### config.mk
export PLATFORM = sky130hd
export DESIGN_NAME = pipe_stage_buf_flat
export DESIGN_NICKNAME = d
export VERILOG_FILES = /design/src/rtl/pipe_stage_if.sv /design/src/rtl/pipe_stage_buf.sv /design/src/flat_wrapper.sv
export SDC_FILE = /design/constraint.sdc
export NUM_CORES = 1
export LEC_CHECK = 0
export CELL_PAD_IN_SITES_DETAIL_PLACEMENT = 1
export CELL_PAD_IN_SITES_GLOBAL_PLACEMENT = 2
export CORE_MARGIN = 2
export CORE_UTILIZATION = 26
export DETAILED_ROUTE_END_ITERATION = 6
export PLACE_DENSITY_LB_ADDON = 0.1
export SLEW_MARGIN = 20
export SYNTH_ARGS = -nofsm -noshare
export SYNTH_HDL_FRONTEND = slang
export SYNTH_SLANG_ARGS = --single-unit
export TNS_END_PERCENT = 1
### constraint.sdc
create_clock -name clk -period 1.55 [get_ports clk]
set_input_delay 0.31 -clock clk [delete_from_list [all_inputs] [get_ports clk]]
set_output_delay 0.31 -clock clk [all_outputs]
set_load 0.005 [all_outputs]
### src/rtl/pipe_stage_if.sv
// Handshake bundle between pipeline stages: upstream input side and downstream output side.
interface pipe_stage_if #(
  parameter int WIDTH = 49
);
  logic             in_valid;
  logic [WIDTH-1:0] in_data;
  logic             in_ready;
  logic             out_valid;
  logic [WIDTH-1:0] out_data;
  logic             out_ready;

  modport master (
    output in_valid, in_data, out_ready,
    input  in_ready, out_valid, out_data
  );

  modport slave (
    input  in_valid, in_data, out_ready,
    output in_ready, out_valid, out_data
  );
endinterface

### src/rtl/pipe_stage_buf.sv
// Elastic pipeline-stage register with legacy stall/flush, optional skid entry
// for a registered in_ready, and a saturating stall-cycle counter.
module pipe_stage_buf #(
  parameter int               WIDTH    = 49,
  parameter logic [WIDTH-1:0] NOP_WORD = 49'h0_0000_0000_E200,
  parameter int               SKID     = 1,
  parameter int               CNT_W    = 16
) (
  input  logic             clk,
  input  logic             reset,
  input  logic             flush,
  input  logic             stall,
  pipe_stage_if.slave      bus,
  output logic [1:0]       count,
  output logic [CNT_W-1:0] stall_cnt
);

  typedef enum logic [1:0] {
    EMPTY = 2'd0,
    ONE   = 2'd1,
    TWO   = 2'd2
  } state_t;

  state_t             state_r, state_n;
  logic [WIDTH-1:0]   m_r, m_n;
  logic [WIDTH-1:0]   s_r, s_n;
  logic               in_ready_r;
  logic [CNT_W-1:0]   stall_cnt_r;
  logic               hold_s;
  logic               out_valid_s;
  logic               drain_s;
  logic               accept_s;
  logic               in_ready_comb_s;
  logic               stall_inc_s;

  // An unknown stall is treated as a hold so a bad hazard signal never loses an entry
  always_comb begin
    case (stall)
      1'b0:    hold_s = 1'b0;
      default: hold_s = 1'b1;
    endcase
  end

  assign out_valid_s     = (state_r != EMPTY);
  assign drain_s         = out_valid_s & bus.out_ready & ~hold_s;
  assign in_ready_comb_s = ~out_valid_s | drain_s;
  assign accept_s        = bus.in_valid & bus.in_ready;

  assign bus.in_ready  = (SKID != 0) ? in_ready_r : in_ready_comb_s;
  assign bus.out_valid = out_valid_s;
  assign bus.out_data  = m_r;
  assign stall_cnt     = stall_cnt_r;

  // Next-state and storage update; flush/reset override any transfer in flight
  always_comb begin
    state_n = state_r;
    m_n     = m_r;
    s_n     = s_r;
    case (state_r)
      EMPTY: begin
        if (accept_s) begin
          m_n     = bus.in_data;
          state_n = ONE;
        end else begin
          state_n = EMPTY;
        end
      end
      ONE: begin
        if (accept_s && drain_s) begin
          m_n = bus.in_data;
        end else if (accept_s) begin
          s_n     = bus.in_data;
          state_n = TWO;
        end else if (drain_s) begin
          m_n     = NOP_WORD;
          state_n = EMPTY;
        end else begin
          state_n = ONE;
        end
      end
      TWO: begin
        if (drain_s) begin
          m_n     = s_r;
          s_n     = NOP_WORD;
          state_n = ONE;
        end else begin
          state_n = TWO;
        end
      end
      default: begin
        m_n     = NOP_WORD;
        s_n     = NOP_WORD;
        state_n = EMPTY;
      end
    endcase
    if (flush || reset) begin
      m_n     = NOP_WORD;
      s_n     = NOP_WORD;
      state_n = EMPTY;
    end else begin
      state_n = state_n;
    end
  end

  // State and payload registers
  always_ff @(posedge clk) begin
    state_r    <= state_n;
    m_r        <= m_n;
    s_r        <= s_n;
    in_ready_r <= (state_n != TWO);
  end

  assign stall_inc_s = out_valid_s & ~drain_s & (stall_cnt_r != {CNT_W{1'b1}});

  // Stall counter: only reset clears it, flush leaves it alone
  always_ff @(posedge clk) begin
    if (reset) begin
      stall_cnt_r <= {CNT_W{1'b0}};
    end else if (stall_inc_s) begin
      stall_cnt_r <= stall_cnt_r + {{(CNT_W-1){1'b0}}, 1'b1};
    end else begin
      stall_cnt_r <= stall_cnt_r;
    end
  end

  // Occupancy decode
  always_comb begin
    case (state_r)
      EMPTY:   count = 2'd0;
      ONE:     count = 2'd1;
      TWO:     count = 2'd2;
      default: count = 2'd0;
    endcase
  end

endmodule

### src/flat_wrapper.sv
// flat-port wrapper written by rule: the top's interface ports become plain ports
module pipe_stage_buf_flat 
#(
  parameter int               WIDTH    = 49,
  parameter logic [WIDTH-1:0] NOP_WORD = 49'h0_0000_0000_E200,
  parameter int               SKID     = 1,
  parameter int               CNT_W    = 16
)
  (clk, reset, flush, stall, count, stall_cnt, bus_in_valid, bus_in_data, bus_out_ready, bus_in_ready, bus_out_valid, bus_out_data);
  pipe_stage_if #(.WIDTH(WIDTH)) bus_i ();
  input  logic clk;
  input  logic reset;
  input  logic flush;
  input  logic stall;
  output logic [1:0] count;
  output logic [CNT_W-1:0] stall_cnt;
  input wire logic [$bits(bus_i.in_valid)-1:0] bus_in_valid;
  input wire logic [$bits(bus_i.in_data)-1:0] bus_in_data;
  input wire logic [$bits(bus_i.out_ready)-1:0] bus_out_ready;
  output wire logic [$bits(bus_i.in_ready)-1:0] bus_in_ready;
  output wire logic [$bits(bus_i.out_valid)-1:0] bus_out_valid;
  output wire logic [$bits(bus_i.out_data)-1:0] bus_out_data;
  assign bus_i.in_valid = bus_in_valid;
  assign bus_i.in_data = bus_in_data;
  assign bus_i.out_ready = bus_out_ready;
  assign bus_in_ready = bus_i.in_ready;
  assign bus_out_valid = bus_i.out_valid;
  assign bus_out_data = bus_i.out_data;
  pipe_stage_buf #(.WIDTH(WIDTH), .NOP_WORD(NOP_WORD), .SKID(SKID), .CNT_W(CNT_W)) u_core (.clk(clk), .reset(reset), .flush(flush), .stall(stall), .bus(bus_i), .count(count), .stall_cnt(stall_cnt));
endmodule
; Word-level counts from Yosys, hierarchy flattened
; Index checks and enable logic that the tools add are counted.
; W data, S select, Z words.
[totals]
ff_bits = 117
out_inout_bits = 69
word_cells = 46
[op_classes]
add_sub_neg = 1
n_eq_ne = 10
n_mux = 16
n_bitwise = 8
n_reduce_logical = 6
[ops]
columns = cell, count
row1 = $mux W49, 6
row2 = $pmux W49 S3, 2
row3 = $add A16 B1 Y16 const B, 1
row4 = $ne A16 B16 Y1 const B, 1
row5 = $mux W2, 4
row6 = $reduce_and A4 Y1, 2
row7 = $ne A2 B1 Y1 const B, 3
row8 = $pmux W2 S3, 1
row9 = $and A1 B1 Y1, 5
row10 = $ne A2 B2 Y1 const B, 2
row11 = $pmux W2 S2, 1
row12 = $ne A3 B1 Y1 const B, 1
row13 = $ne A3 B3 Y1 const B, 1
row14 = $not A1 Y1, 3
row15 = $eq A2 B1 Y1 const B, 1
row16 = $eq A2 B2 Y1 const B, 1
row17 = $logic_not A2 Y1, 1
row18 = $mux W1, 2
row19 = $reduce_bool A2 Y1, 1
row20 = $logic_and A1 B1 Y1, 1
row21 = $logic_or A1 B1 Y1, 1

; Longest topological paths before layout
; Gate-level depths: netlist of the first run.
[depth]
depth_word = 9
depth_mapped = 7
ltp_nobuf = 5

; Worst setup path after synthesis of the first run
; No wires, ideal clock.
[synth_path]
kind = register to register
startpoint = register u_core.stall_cnt_r[0] (netlist: u_core.stall_cnt[0])
endpoint = register u_core.stall_cnt_r[12] (netlist: u_core.stall_cnt[12])
arrival_time_ns = 1.545
t_required_ns = 1.429
path_slack_ns = -0.116
stages_incl_launch_ff = 6
path_buffers = 0
synth_period_minus_slack_ns = 1.666
path_cell_list = dfxtp_1 -> ha_1 -> nand2_1 -> a2111oi_2 -> and3_1 -> mux2_2
[synth_between]
elab_chain_len = 2
[synth_rtl]
columns = item, line_no
row1 = from (decl), pipe_stage_buf.sv:28  ; logic [CNT_W-1:0] stall_cnt_r;
row2 = from (signal assigned), pipe_stage_buf.sv:118  ; stall_cnt_r <= {CNT_W{1'b0}};
row3 = from (signal assigned), pipe_stage_buf.sv:120  ; stall_cnt_r <= stall_cnt_r + {{(CNT_W-1){1'b0}}, 1'b1};
row4 = from (signal assigned), pipe_stage_buf.sv:122  ; stall_cnt_r <= stall_cnt_r;
row5 = branches (longest 2 deep; another with $add A16 B1 Y16), n/a
; Parallel ways; which one is timed is not known.
; A chain may end at the register's enable or synchronous reset.

; Final worst setup path of the first run
[layout_path]
startpoint = register u_core.stall_cnt_r[1] (netlist: u_core.stall_cnt[1])
endpoint = register u_core.stall_cnt_r[5] (netlist: u_core.stall_cnt[5])
; The elaborated chain is that of the path after synthesis.

==> impl_metrics.tcl, run 1 <==
set metrics [dict create \
    most_common_flop_cell_mapped_by_yosys "sky130_fd_sc_hd__dfxtp_1" \
    synth.top_cell.area_share_pct 47.0 \
    hp-class "reg -> reg" \
    clock_tree_sinks 117 \
    drv.max_cap_violation_count 0 \
    run_status "finished with violations" \
    report.final.slew_viol_count 0 \
    cp_cell_sequence "buf_4 -> ha_4 -> nand3_2 -> nor4_4 -> buf_12 -> buf_4 -> or4_4 -> a21oi_2" \
    finalCriticalPeriod_ns 1.68 \
    ys_top_cells_by_count "117 x sky130_fd_sc_hd__dfxtp_1, 105 x sky130_fd_sc_hd__a21oi_1, 97 x sky130_fd_sc_hd__o21ai_0, 49 x sky130_fd_sc_hd__nand4_1, 45 x sky130_fd_sc_hd__a22oi_1" \
    postSynthAreaPerCell_um2 8.61 \
    synthesis.area_um2 4980 \
    num_antenna_cells 0 \
    wirelength_um 19500 \
    design.core.area_um2 18800 \
    cell_taking_the_most_area_after_synthesis "sky130_fd_sc_hd__dfxtp_1" \
    place_congestion 0.765 \
    row_count 50 \
    clk_root_buffer_cell "sky130_fd_sc_hd__clkbuf_16" \
    vias 5304 \
    num_io_pins 124 \
    detailed_routing_iterations_pass_1 4 \
    syn_nets 635 \
    cts_tree "done" \
    nFillCells 2142 \
    end_kind "flop" \
    drt.antenna.violating_nets 0 \
    die_width_um 142 \
    hold_viol 0 \
    dieHeight_um 142 \
    post-route-util_pct 41.5 \
    clk_transition_reported_paths_ns 0.06 \
    cts_bufs_inserted 17 \
    synth_cells 579 \
    worst_ir_drop_vdd_mv 0.758 \
    ys.warnings.count 0 \
    port-buffer-count 123 \
    grt_antenna_before_repair 0 \
    worst_ep_arrival_time_ns 2.02 \
    power.share.combinational_pct 11.6 \
    dp.final_hpwl_um 12100 \
    global_route.usage.total_pct 19.3 \
    worstMarginPinSlew_ns 0.601 \
    intPower_mw 6.30 \
    drcViolationCount 0 \
    worst_skew_pair.late_latency_ns 0.42 \
    worst_setup_path_start_kind "flop" \
    rsz_0062_raised_after_global_routing "true" \
    static-leakage-power_nw 3.07 \
    grt_max_degree 49 \
    p_clk_share_pct 50.7 \
    synth_enable_flop_cells 0 \
    effective_utilization_at_floorplan_pct 26.6 \
    clock_tree.htree_level_count 4 \
    finalPower_mw 8.27 \
    cellPowerDensity_nw_per_um2 1060 \
    cp_data_required_time_ns 1.90 \
    totalNegativeSetupSlack_ns -1.18 \
    worst_path_largest_cell_delay_ns 0.42 \
    yosysMostFrequentCell "sky130_fd_sc_hd__dfxtp_1" \
    drive_above_1_share_pct 23.0 \
    grt.overflow.total 0 \
    synth.lib_cells_used.distinct 45 \
    detail_route.vias_per_cell 5.41 \
    power.switching_fraction_pct 23.8 \
    finalCritPeriodShare_pct 108 \
    routed_wire_length_per_instance_um 19.9 \
    power_spent_charging_and_discharging_nets_mw 1.97 \
    worst_hold_margin_ns 0.475 \
    async_reset_ff_share_pct 0 \
    dieArea_um2 20300 \
    synth_area_leaders "sky130_fd_sc_hd__dfxtp_1 47%, sky130_fd_sc_hd__a21oi_1 11%, sky130_fd_sc_hd__o21ai_0 9.7%" \
    worstPathMaxFanout 13 \
    crit_top_cell "sky130_fd_sc_hd__buf_4" \
    worst_path_max_delay_cell "sky130_fd_sc_hd__or4_4" \
    synth.ff_latch_count 117 \
    first_global_vias 5644 \
    drt-initial-drc-count 219 \
    holdBufCountCts 0 \
    synth_sequential_area_ratio_pct 47.0 \
    pre_cts_slack_ns -0.782 \
    final-setup-viol-count 58 \
    timing.final.ws_setup_ns -0.126 \
    share_seq_of_total_power_pct 37.8 \
    fin_worst_skew_ns 0.00944 \
    violations_in_the_final_reports "negative setup slack" \
    grt_first_pass_wirelength_um 30700 \
    areaGrowthSynthToFinish_pct 56.1 \
    final_nets 790 \
    max_freq_ghz 0.597 \
    clock_tree.buffer_depth 2 \
    criticalPathCategory "reg -> reg" \
    worst_slew_margin_rel_pct 59.8 \
]
[cell families after synthesis]
family,Yosys count,share of synthesized area [%]
AOI/OAI and AO/OA,274,31.7
adders and majority gates,1,0.251
buffers and inverters,70,6.00
DFF,117,47.0
muxes,6,1.33
and+or+nand+nor,111,13.7
[what timing repair did]
item	CTS	global route
setup buffers	4	2
cloned	1	2
pin swaps	11	5
resized for setup	136	9
endpoints found under the setup margin	179	115
[routing by layer]
metal / up-vias / part of all wire (%) / wire, um / global-route usage, %
li1: 2533 / - / - / -
met4: 0 / 1.0 / 200 / 5.68
met5: - / 0 / 0 / 0
met3: 13 / 3.9 / 756 / 3.77
met2: 104 / 50 / 9830 / 34.1
met1: 2654 / 45 / 8720 / 23.7
[placed cells by master, fill, tap and decap left out, types with 3 or more instances in the layout]
master	Yosys	final
sky130_fd_sc_hd__nor2_4	0	3
sky130_fd_sc_hd__a21oi_1	105	101
sky130_fd_sc_hd__dfxtp_2	0	18
sky130_fd_sc_hd__nand2_1	12	10
sky130_fd_sc_hd__a21oi_2	1	4
sky130_fd_sc_hd__o31ai_1	6	6
sky130_fd_sc_hd__dfxtp_4	0	8
sky130_fd_sc_hd__nor2_1	9	7
sky130_fd_sc_hd__clkdlybuf4s50_1	0	52
sky130_fd_sc_hd__inv_1	7	4
sky130_fd_sc_hd__buf_12	0	10
sky130_fd_sc_hd__and4_1	3	3
sky130_fd_sc_hd__nor4_1	7	4
sky130_fd_sc_hd__o21ai_0	97	95
sky130_fd_sc_hd__mux2_2	5	3
sky130_fd_sc_hd__a22oi_1	45	45
sky130_fd_sc_hd__o22a_1	4	4
sky130_fd_sc_hd__dfxtp_1	117	91
sky130_fd_sc_hd__buf_4	3	62
sky130_fd_sc_hd__and3_1	3	3
sky130_fd_sc_hd__or4_1	6	4
sky130_fd_sc_hd__nor2b_1	7	6
sky130_fd_sc_hd__bufinv_16	0	3
sky130_fd_sc_hd__nand3_1	5	4
sky130_fd_sc_hd__nand4_1	49	49
sky130_fd_sc_hd__clkbuf_16	0	19
sky130_fd_sc_hd__dlygate4sd2_1	0	64
sky130_fd_sc_hd__clkbuf_8	0	6
sky130_fd_sc_hd__inv_2	0	3
sky130_fd_sc_hd__nor4_4	1	3
sky130_fd_sc_hd__o32a_1	4	4
[path summary, 6_finish.rpt]
check                                          from                   to  slack, ns  cells after the start
worst max-delay path            u_core.stall_cnt[1]  u_core.stall_cnt[5]      -0.13                      8
worst min-delay path                 u_core.s_r[27]       u_core.s_r[27]       0.47                      2
worst max register to register  u_core.stall_cnt[1]  u_core.stall_cnt[5]      -0.13                      8
worst min register to register       u_core.s_r[27]       u_core.s_r[27]       0.47                      2
[through the flow]
stage	instance area (um^2)	std cells
CTS	7690	977
global route	7780	981
floorplan	5030	579
detailed placement	6970	940
global placement	6970	940
finish	7780	981
[state kept, by name, summed over array words and instances, names as in the netlist]
name / count
u_core.bus.in_ready: 1
u_core.bus.out_data: 49
u_core.s_r: 49
u_core.stall_cnt: 16
u_core.state_r: 2
[power by group through the flow]
stage | Clock (mW) | Combinational [mW] | Sequential (mW)
after floorplan | 0 | 0.366 | 3.20
after global placement | 0 | 0.917 | 3.20
after detailed placement | 0 | 0.929 | 3.20
after CTS | 4.29 | 0.910 | 3.12
after global routing | 4.45 | 1.04 | 3.13
final | 4.19 | 0.957 | 3.12
[critical path: cells and delay by family, from the launching register on]
kind	cells	cell delay, ns
and+or+nand+nor	3	0.55
adders and majority gates	1	0.16
AOI/OAI and AO/OA	1	0.13
DFF	1	0.32
buffers and inverters	3	0.44
[area by class of cell]
cell class | count | area, um^2 | share of cell area, %
Clock buffer | 25 | 515 | 6.62
Sequential cell | 117 | 2390 | 30.8
Multi-Input combinational cell | 393 | 2560 | 32.9
Clock inverter | 7 | 116 | 1.49
Tap cell | 234 | 293 | 3.76
Inverter | 7 | 26.3 | 0.338
Timing Repair Buffer | 198 | 1880 | 24.1
Power figures use the tool's default switching activity.
==> inputs of run 2 (changes only) <==
CTS_CLUSTER_DIAMETER = 150   (was unset)
==> results of run 2 <==
No change in the layout: final DEF, timing and power equal those of run 1.
==> RTL edit 1, RTL diff (flow settings as in run 1) <==
The 3 states of `state_t` get a one-hot encoding in 3 bits.
--- a/src/rtl/pipe_stage_buf.sv
+++ b/src/rtl/pipe_stage_buf.sv
@@ -15,10 +15,10 @@
   output logic [CNT_W-1:0] stall_cnt
 );
 
-  typedef enum logic [1:0] {
-    EMPTY = 2'd0,
-    ONE   = 2'd1,
-    TWO   = 2'd2
+  typedef enum logic [2:0] {
+    EMPTY = 3'b001,
+    ONE   = 3'b010,
+    TWO   = 3'b100
   } state_t;
 
   state_t             state_r, state_n;
Formal check against the unedited RTL: no difference found for any inputs over 4 cycles, from zero or initial values and one cycle with reset high; so few cycles prove little.
==> RTL edit 1 against run 1 <==
The flow still finishes with violations (negative setup slack). Global-route usage up 0.75 points. Critical path depth down 3. Area after synthesis up 13%. Clock skew down 0.0018 ns. Power up 0.81%. Wire length up 15%. Setup slack worse by 0.020 ns. Cell area up 11%. Hold slack worse by 0.021 ns. Sequential cell count up 1.
==> RTL edit 1: results (changes against run 1) <==
Run status
  • Status: finished with violations
  • Failing checks: negative setup slack

Global route
  • Vias in the first global route: 6338 (+12%)
  • First-pass GRT wire length: 35100 µm (+14%)
  • GRT Total Usage: 20.0% (+0.75 points)
  • Pin count of the biggest net entering global routing: 46 (-6.1%)

Timing
  • Final Setup Violations: 101 (+74%)
  • Slew @ Worst Pin: 0.496 ns (-0.105 ns)
  • Post-route worst setup slack: -0.146 ns (-0.0205 ns)
  • Clk_skew: 0.00766 ns (-0.00178 ns)

Route
  • Via/cell ratio: 5.25 (-3.0%)
  • Vias: 5870 (+11%)
  • Initial drt markers: 229 (+4.6%)
  • Initial DRT Pass Iterations: 4 (unchanged)
  • DR WL/cell: 20.0 µm (+0.45%)

Finish
  • Diodes inserted: 0 (unchanged)
  • Nets: 887 (+12%)
  • Number of fill cells: 2395 (+12%)
  • Share of cells above drive strength 1: 24.3% (+1.3 points)

Placement
  • HPWL Detailed: 13700 µm (+13%)
  • Cells after DPL: 1066 (+13%)
  • RePlAce Congestion: 0.757 (-1.1%)
  • Post-DP Area: 7600 µm² (+9.0%)

Yosys
  • Avg Cell Area, Syn: 8.65 µm² (+0.53%)
  • Syn nets: 707 (+11%)
  • Post-synth cell types: 52 (+16%)
  • Synth top area cells: dfxtp_1 42%, nand2_1 9.9%, a32o_1 7.8%
  • Top cells by count, synth: 149 x nand2_1, 118 x dfxtp_1, 53 x o21ai_0
  • Seq/Total Area, Yosys: 41.9% (-5.1 points)

Critical path
  • CP Max Fanout: 4 (-9)
  • Critical path arrival: 1.39 ns (-0.63 ns)

Power and ir drop
  • P_leak: 3.51 nW (+14%)
  • Peak VDD IR: 0.701 mV (-7.5%)

Clock network
  • Clock buffer depth: 2 (unchanged)
RTL edit 1: cell types whose count changed after synthesis, sizes merged, moves of 31 or more:
cell,before,now
nand2,12,149
a21oi,106,19
a22o,0,45
a32o,0,44
nand4,51,7
o21ai,98,55
clkbuf,45,14
RTL edit 1: final timing paths:
| kind | startpoint | to | slack, ns |
|---|---|---|---|
| worst max-delay path | u_core.state_r[2] | count[1] | -0.15 |
| worst min-delay path | u_core.s_r[15] | u_core.s_r[15] | 0.45 |
| worst max register to register | u_core.state_r[2] | u_core.s_r[7] | -0.11 |
| worst min register to register | u_core.s_r[15] | u_core.s_r[15] | 0.45 |
RTL edit 1: area by class of cell:
class                      count  area [µm²]  share of cell area, %
timing repair buffer         217        2160                   24.9
inverter                      12        47.5                  0.550
clock inverter                11         170                   1.97
multi-input combinational    465        3040                   35.2
tap                          275         344                   3.98
sequential                   118        2410                   27.8
clock buffer                  21         480                   5.55
RTL edit 1: repair_timing:
item                       in CTS  in global routing
pin swaps                      40                 28
gates cloned                    3                  1
setup buffers                  12                  5
setup endpoints to repair     177                120
gates resized for setup       143                 31
RTL edit 1: per-stage QoR:
step	power (mW)	setup TNS, ns	worst slack, ns	util, %	hold slack [ns]
6_report	8.34	-6.78	-0.146	40.9	0.454
4_1_cts	8.43	-10.70	-0.156	40.2	0.457
3_3_place_gp	3.94	-62.30	-0.645	35.9	0.438
2_1_floorplan	3.51	-0.796	-0.0202	-	0.424
5_1_grt	8.65	-15.68	-0.202	40.9	0.479
3_5_place_dp	3.95	-61.04	-0.646	35.9	0.448
RTL edit 1: kinds of logic after synthesis:
kind of cell             after synthesis  synth area share [%]
buffers and inverters                 69                  7.28
XOR/XNOR                              10                  1.55
AND/OR/NAND/NOR                      228                  18.9
multiplexers                           2                 0.355
flip-flops                           118                  41.9
AO/OA/AOI/OAI                        223                  29.8
adder cells (fa/ha/maj)                1                 0.222
RTL edit 1: metal layers:
metal,up-vias,routed length [µm],GRT usage [%]
met2,126,10900,33.9
met4,0,240,6.26
met5,-,0,0
li1,2764,-,-
met3,19,846,4.13
met1,2961,10400,25.5
RTL edit 1: worst max-delay path, cell delays in order, from the launching register on:
cell     delay (ns)
dfxtp_4        0.38
buf_6          0.13
inv_4          0.04
nor3_4         0.19
buf_6          0.14
buf_6          0.08
RTL edit 1: where the power goes:
part	switching [mW]	internal, mW
Combinational	0.395	0.428
Sequential	0.0354	3.08
Clock	1.54	2.86
==> RTL edit 2, RTL diff (flow settings as in run 1) <==
Without the edit above. `WIDTH` is set to 49 in 3 places; all go to 98.
--- a/src/rtl/pipe_stage_if.sv
+++ b/src/rtl/pipe_stage_if.sv
@@ -1,6 +1,6 @@
 // Handshake bundle between pipeline stages: upstream input side and downstream output side.
 interface pipe_stage_if #(
-  parameter int WIDTH = 49
+  parameter int WIDTH = 98
 );
   logic             in_valid;
   logic [WIDTH-1:0] in_data;
--- a/src/rtl/pipe_stage_buf.sv
+++ b/src/rtl/pipe_stage_buf.sv
@@ -1,7 +1,7 @@
 // Elastic pipeline-stage register with legacy stall/flush, optional skid entry
 // for a registered in_ready, and a saturating stall-cycle counter.
 module pipe_stage_buf #(
-  parameter int               WIDTH    = 49,
+  parameter int               WIDTH    = 98,
   parameter logic [WIDTH-1:0] NOP_WORD = 49'h0_0000_0000_E200,
   parameter int               SKID     = 1,
   parameter int               CNT_W    = 16
--- a/src/flat_wrapper.sv
+++ b/src/flat_wrapper.sv
@@ -1,7 +1,7 @@
 // flat-port wrapper written by rule: the top's interface ports become plain ports
 module pipe_stage_buf_flat 
 #(
-  parameter int               WIDTH    = 49,
+  parameter int               WIDTH    = 98,
   parameter logic [WIDTH-1:0] NOP_WORD = 49'h0_0000_0000_E200,
   parameter int               SKID     = 1,
   parameter int               CNT_W    = 16
Interface: changed (resized bus_in_data and bus_out_data); port bits go from 124 to 222. No check against the original RTL was run, so the function may have changed too.
==> RTL edit 2 against run 1 <==
The flow still finishes with violations (negative setup slack). Setup slack lost 0.047 ns. Combinational power grew to 2.5 times the old value. Power is 80% higher. Sequential cell count grew 98. Wire length grew 130%. Sequential share of layout area is 3.2 points lower. Cell area increased by 100%. Via count increased by 110%. Area after synthesis grew 120%. Critical path type is now reg -> out. Largest cell class unchanged. Highest routed layer is now met5.
==> RTL edit 2: results (changes against run 1) <==
Worst hold path
  • Hold_sp: bus_in_data[51]
  • Hold Path Cell Cnt: 3 (+1)
  • Hold Path Class: in -> reg
  • WHS Endpoint: u_core.s_r[51]

Placement
  • HPWL Detailed: 28900 µm (+140%)
  • Cells after DPL: 2083 (+120%)
  • Pre-CTS setup slack: -0.609 ns (+0.173 ns)
  • RePlAce Congestion: 0.740 (-3.2%)
  • Post-DP Area: 14600 µm² (+110%)

Critical path
  • CP startpoint: u_core.state_r[0]
  • Reg2reg path depth: 7 (-1)
  • Crit-path max cell delay: 0.36 ns (-0.06 ns)
  • CP Max Fanout: 5 (-8)
  • Critical path arrival: 1.41 ns (-0.61 ns)
  • Worst path slowest cell: dfxtp_4
  • CP Capture Point: bus_out_valid
  • R2r startpoint: u_core.state_r[1]
  • Crit Reg-Reg Endpoint: u_core.bus.out_data[58]
  • Crit-path leading delay family: flip-flops

Route
  • M1 WL: 21100 µm (+140%)
  • Final WL: 44100 µm (+130%)
  • Detailed-routed wire length on met2: 20600 µm (+110%)
  • Met3 wire length: 1890 µm (+150%)
  • Uppermost layer routed: met5
  • Vias: 11300 (+110%)

Global route
  • Initial antenna violation count: 3 (+3)
  • GRT Total Usage: 19.6% (+0.30 points)
  • Pin count of the biggest net entering global routing: 48 (-2.0%)
  • First-pass GRT wire length: 68700 µm (+120%)
  • Vias in the first global route: 11600 (+110%)

Finish
  • Number of fill cells: 4806 (+120%)
  • Share of cells above drive strength 1: 18.3% (-4.7 points)
  • P&R area growth vs syn: 45.6%

Timing
  • Rel. slew slack: 72.5% (+13 points)
  • Post-route worst setup slack: -0.173 ns (-0.0471 ns)
  • Min Hold Slack: 0.396 ns (-0.0785 ns)
  • Final Setup Violations: 119 (+110%)
  • Clk_skew: 0.00682 ns (-0.00261 ns)
  • Final TNS setup: -6.47 ns (-5.29 ns)

Yosys
  • Mapped Cells: 1353 (+130%)
  • Top cells by count, synth: 215 x dfxtp_1, 199 x a21oi_1, 199 x o21ai_0
  • Synth top area cells: dfxtp_1 40%, a21oi_1 9.1%, o21ai_0 9.1%
  • Syn nets: 1458 (+130%)
  • Post-synth cell types: 57 (+27%)

Power and ir drop
  • P_leak: 5.97 nW (+94%)
  • Combinational Power: 2.40 mW (+150%)
  • Switching power: 4.04 mW (+110%)
  • Clock power frac: 45.8% (-4.9 points)
  • Peak VDD IR: 0.579 mV (-24%)
  • Gate power share: 16.1% (+4.5 points)

Clock network
  • Clock buffer depth: 3 (+1)
  • Post_cts resized: 251 (+85%)
  • H-tree levels: 1 (-3)
  • Total CTS buffers: 29 (+12)
  • Number of setup buffers added after CTS: 11 (+7)

Run status
  • Failing checks: negative setup slack
  • Status: finished with violations
[RTL edit 2: cells by family (layout without fill, tap and decap cells)]
group,count (synthesis),after routing,synth area share [%]
adder cells (fa/ha/maj),1,1,0.115
AND/OR/NAND/NOR,259,259,12.7
flip-flops,215,215,39.5
buffers and inverters,253,514,9.80
multiplexers,101,101,9.36
AO/OA/AOI/OAI,524,524,28.5
[RTL edit 2: metal layers]
layer	GRT usage, %	vias to the layer above
met5	0	-
met4	3.42	4
met3	3.52	33
met2	32.2	165
met1	27.0	5665
li1	-	5455
[RTL edit 2: cell type report]
class                      count  share of cell area (%)
clock buffer                  43                    5.54
clock inverter                 9                   0.639
inverter                     100                    2.44
multi-input combinational    885                    36.6
sequential                   215                    27.5
tap                          532                    4.20
timing repair buffer         362                    23.0
[RTL edit 2: worst register-to-register path, stage by stage, from the launching register on]
cell      delay, ns
dfxtp_4        0.40
buf_12         0.13
and3b_1        0.21
a211oi_4       0.29
buf_6          0.19
buf_12         0.15
o21ai_0        0.10
a21oi_1        0.13
